**src/rtl/down_counter_4b.sv**
```systemverilog
// 4-bit loadable down counter with optional auto-reload and a sticky expiry flag.
// Ports:
//   clk    - clock, all state updates on the rising edge
//   rst    - asynchronous active-low reset
//   in     - load value, also captured as the reload value
//   ld     - load enable (wins over cnt)
//   cnt    - decrement enable, honoured only while running
//   reload - auto-reload select, sampled every cycle
//   count  - current count (registered)
//   zero   - count == 0 (combinational)
//   bout   - borrow-out for cascading, high in the cycle a zero-crossing action applies (combinational)
//   busy   - high while running (registered)
//   done   - sticky expiry flag, cleared only by ld or reset (registered)
module down_counter_4b (
  input  logic         clk,
  input  logic         rst,
  input  logic [3:0]   in,
  input  logic         ld,
  input  logic         cnt,
  input  logic         reload,
  output logic [3:0]   count,
  output logic         zero,
  output logic         bout,
  output logic         busy,
  output logic         done
);

  localparam int unsigned W = 4;

  typedef enum logic [1:0] {
    IDLE    = 2'd0,
    RUN     = 2'd1,
    EXPIRED = 2'd2
  } state_t;

  state_t         state;
  state_t         state_nxt;
  logic [W-1:0]   reload_val;
  logic [W-1:0]   count_nxt;
  logic [W-1:0]   reload_nxt;
  logic           done_nxt;

  // State and datapath registers
  always_ff @(posedge clk or negedge rst) begin
    if (!rst) begin
      state      <= IDLE;
      count      <= '0;
      reload_val <= '0;
      done       <= 1'b0;
      busy       <= 1'b0;
    end else begin
      state      <= state_nxt;
      count      <= count_nxt;
      reload_val <= reload_nxt;
      done       <= done_nxt;
      busy       <= (state_nxt == RUN);
    end
  end

  // Next-state and datapath update; ld takes priority over any decrement
  always_comb begin
    state_nxt  = state;
    count_nxt  = count;
    reload_nxt = reload_val;
    done_nxt   = done;

    if (ld) begin
      count_nxt  = in;
      reload_nxt = in;
      done_nxt   = 1'b0;
      // A zero load has nothing to count, so it expires straight away without raising done
      state_nxt  = (in != '0) ? RUN : EXPIRED;
    end else begin
      case (state)
        RUN: begin
          if (cnt) begin
            if (count > W'(1)) begin
              count_nxt = count - W'(1);
            end else if (count == W'(1)) begin
              count_nxt = '0;
              done_nxt  = 1'b1;
            end else if (reload) begin
              count_nxt = reload_val;
            end else begin
              state_nxt = EXPIRED;
            end
          end
        end
        default: begin
          // IDLE and EXPIRED ignore cnt and reload; only ld leaves them
        end
      endcase
    end
  end

  // Borrow fires only when the zero-crossing action really happens, so a
  // simultaneous ld (which pre-empts it) suppresses it
  assign zero = (count == '0);
  assign bout = (state == RUN) && zero && cnt && !ld;

endmodule

```
**config.mk**
```make
export PLATFORM = sky130hd
export DESIGN_NAME = down_counter_4b
export DESIGN_NICKNAME = d
export VERILOG_FILES = /design/src/rtl/down_counter_4b.sv
export SDC_FILE = /design/constraint.sdc
export NUM_CORES = 1
export LEC_CHECK = 0
export CAP_MARGIN = 20
export CORE_MARGIN = 2
export CORE_UTILIZATION = 23
export CTS_BUF_LIST = sky130_fd_sc_hd__clkbuf_8 sky130_fd_sc_hd__clkbuf_16
export CTS_CLUSTER_DIAMETER = 60
export DETAILED_ROUTE_END_ITERATION = 16
export GPL_TIMING_DRIVEN = 0
export PLACE_DENSITY = 0.51
export SETUP_SLACK_MARGIN = 0.4
export SLEW_MARGIN = 20
export SYNTH_ARGS = -nofsm -noshare
export SYNTH_HDL_FRONTEND = slang
export SYNTH_SLANG_ARGS = --single-unit
export TNS_END_PERCENT = 5
```
**constraint.sdc**
```tcl
create_clock -name clk -period 1.9 [get_ports clk]
set_input_delay 0.38 -clock clk [delete_from_list [all_inputs] [get_ports clk]]
set_output_delay 0.38 -clock clk [all_outputs]
set_load 0.005 [all_outputs]
```
==> run summary <==
Min Clock Period, post-route = 1.97 ns
Failing checks = DRC, setup timing
Synth-to-Final Area Change = 53.7%
Antenna Nets Post-Route = 0
CTS Buffer Depth = 2
Final setup fails = 1
DR iter-0 viols = 38
Root Driver = clkbuf_8
Post-Syn Area = 687 um^2
RSZ-0062 raised after global routing = yes
Max cap viols = 0
# port buffers = 15
Vias = 605
Synthesized Nets = 75
Cell accounting for the most synthesized area = dfrtp_1
Max-slew headroom = 62.7%
Ranking of synthesized cells by area = dfrtp_1 44%, mux2_2 6.6%, ha_1 3.6%, inv_1 3.3%, a222oi_1 2.9%
Clock Skews = 0.000696 ns
Vias per inst = 4.92
Switch Pwr = 353 uW
HP Class = input pin to register
Clock Power Share = 26.0%
CP Cell Sequence = inv_2 -> ha_4 -> or3b_4 -> buf_6 -> nor3_2 -> buf_2
Cell row count = 19
Layout net count = 104
Final worst slack = -0.0679 ns
Initial antenna violation count = 0
Yosys top cell area share = 43.7%
Post-layout util = 37.6%
I/O pin count = 17
CORE AREA = 2810 um^2
Fmax = 508 MHz
Worst Path Arrival = 1.59 ns
CP endpoint kind = output port
Drt drc = 2
Starting Density = 24.5%
Post-route cell area = 1060 um^2
Vias in the first global route = 599
Switch share = 32.4%
Post-synth top cells = 12 x dfrtp_1, 6 x inv_1, 5 x nor2_1, 4 x mux2_2, 3 x a31oi_1
Layout cells sized above 1 = 42.4%
DPL Wire Length = 1.17 mm
Pint = 737 uW
Synthesized instance count = 64
Sink Count = 12
Diodes inserted = 0
Startpoint types = register
GP Congestion = 0.768
Fin Hold WS = 0.462 ns
H-tree Lvls = 1
CP required = 1.52 ns
EDFF count, synth = 0
Pre-CTS WS = -0.253 ns
Power per cell area = 1030 nW/um^2
Tcrit/Tclk final = 104%
Overflow after GRT = 0
Netlist cell types = 32
Slowest cell delay on critical path = 0.39 ns
CTS tree = done
Largest net degree at the start of global routing = 13
Status = complete, but fails checks
Routed WL per cell = 13.7 um
P_leak = 0.444 nW
Top FF cell, synth = dfrtp_1
Crit path max fanout = 2
Measured slew at the worst slew-check pin = 0.558 ns
Most frequent cell after synthesis = dfrtp_1
DR pass1 iterations = 10
Yosys Warn Count = 0
Die ar. = 3440 um^2
Worst-Skew Late Latency = 0.24 ns
Final hold vios = 0
Seq/Total Area, Yosys = 43.7%
Seq pwr share = 30.7%
Critical path type = register to output port
Placed cell count = 110
Clk slew on worst S/H paths = 0.05 ns
CTS Buf Count = 3
Die Height = 58.7 um
Ys async rst share = 100%
Crit path max-delay cell type = dfrtp_1
Global-route wire length before repair = 2.85 mm
Fin. max-slew vios = 0
CTS Hold Bufs = 0
CP delay by family, top = simple AND/OR/NAND/NOR gates
Non-Filler Instances = 123
Gr usage total = 11.3%
Area after DPL = 898 um^2
Die Span X = 58.7 um
Buf+Inv Stages, Crit Path = 3
Logic pwr share = 43.3%
Detailed Route WL = 1.69 mm
Yosys reg bits = 12
Mean Syn Cell Area = 10.7 um^2
VDD IR max = 0.382 mV
worst paths after layout:
| kind | startpoint | endpoint | slack, ns | depth (start not counted) |
|---|---|---|---|---|
| max | count[1] | bout | -0.07 | 6 |
| min | ld | count[3] | 0.46 | 3 |
| max reg2reg | count[0] | count[3] | 0.08 | 6 |
| min reg2reg | done | done | 0.50 | 2 |
| max in group asynchronous | rst | count[0] | 1.00 | 1 |
| min in group asynchronous | rst | busy | 0.50 | 1 |
through the flow:
step,TNS (ns),power (mW)
3_5_place_dp,-0.423,0.691
4_1_cts,-0.103,1.08
3_3_place_gp,-0.416,0.686
5_1_grt,-0.185,1.17
2_1_floorplan,0,0.553
6_report,-0.0679,1.09
tightest hold or removal path: stages:
cell and delay [ns]:
buf_6 0.13, nor2_4 0.06, o32ai_2 0.08
timing repair:
item                       CTS  global route
setup endpoints to repair   12            10
setup buffers                8             1
resized for setup           19             5
pin swaps                    9             9
layout make-up:
class                           count  area (um^2)
Fill cell                         288         1750
Sequential cell                    12          303
Inverter                            7         31.3
Tap cell                           31         38.8
Clock buffer                        4         55.1
Multi-Input combinational cell     43          395
Buffer                              2         16.3
Timing Repair Buffer               24          216
cells by family (layout without fill, tap and decap cells):
family / Yosys count / in the layout / share of synthesized area, %
AO/OA/AOI/OAI: 14 / 14 / 16.6
adder cells (fa/ha/maj): 2 / 2 / 3.64
buffers and inverters: 9 / 37 / 6.19
flip-flops: 12 / 12 / 43.7
multiplexers: 6 / 6 / 9.47
AND/OR/NAND/NOR: 21 / 21 / 20.4
layer usage:
metal	vias up	wire length [um]	GRT usage (%)
li1	296	-	-
met1	284	798	14.9
met2	25	759	17.0
met3	0	126	4.84
met4	0	0	2.92
met5	-	0	0
placed cells by master (no fill, tap or decap), drive strengths merged, types with 3 or more instances in the layout:
cell / instances
a21oi: 3
a31oi: 3
buf: 13
clkbuf: 5
clkdlybuf4s50: 9
dfrtp: 12
inv: 7
mux2: 4
nor2: 6
nor3: 3
nor4: 3
state kept, by name, summed over array words and instances (netlist names):
name,cells
state,2
done,1
busy,1
count,4
reload_val,4
power by group through the flow:
stage          Combinational, mW  Clock (mW)  Sequential (mW)
6_report                   0.472       0.284            0.334
5_1_grt                    0.519       0.311            0.342
4_1_cts                    0.451       0.293            0.331
3_5_place_dp               0.341           0            0.350
3_3_place_gp               0.336           0            0.350
2_1_floorplan              0.211           0            0.342
(Power assumes the default switching activity.)
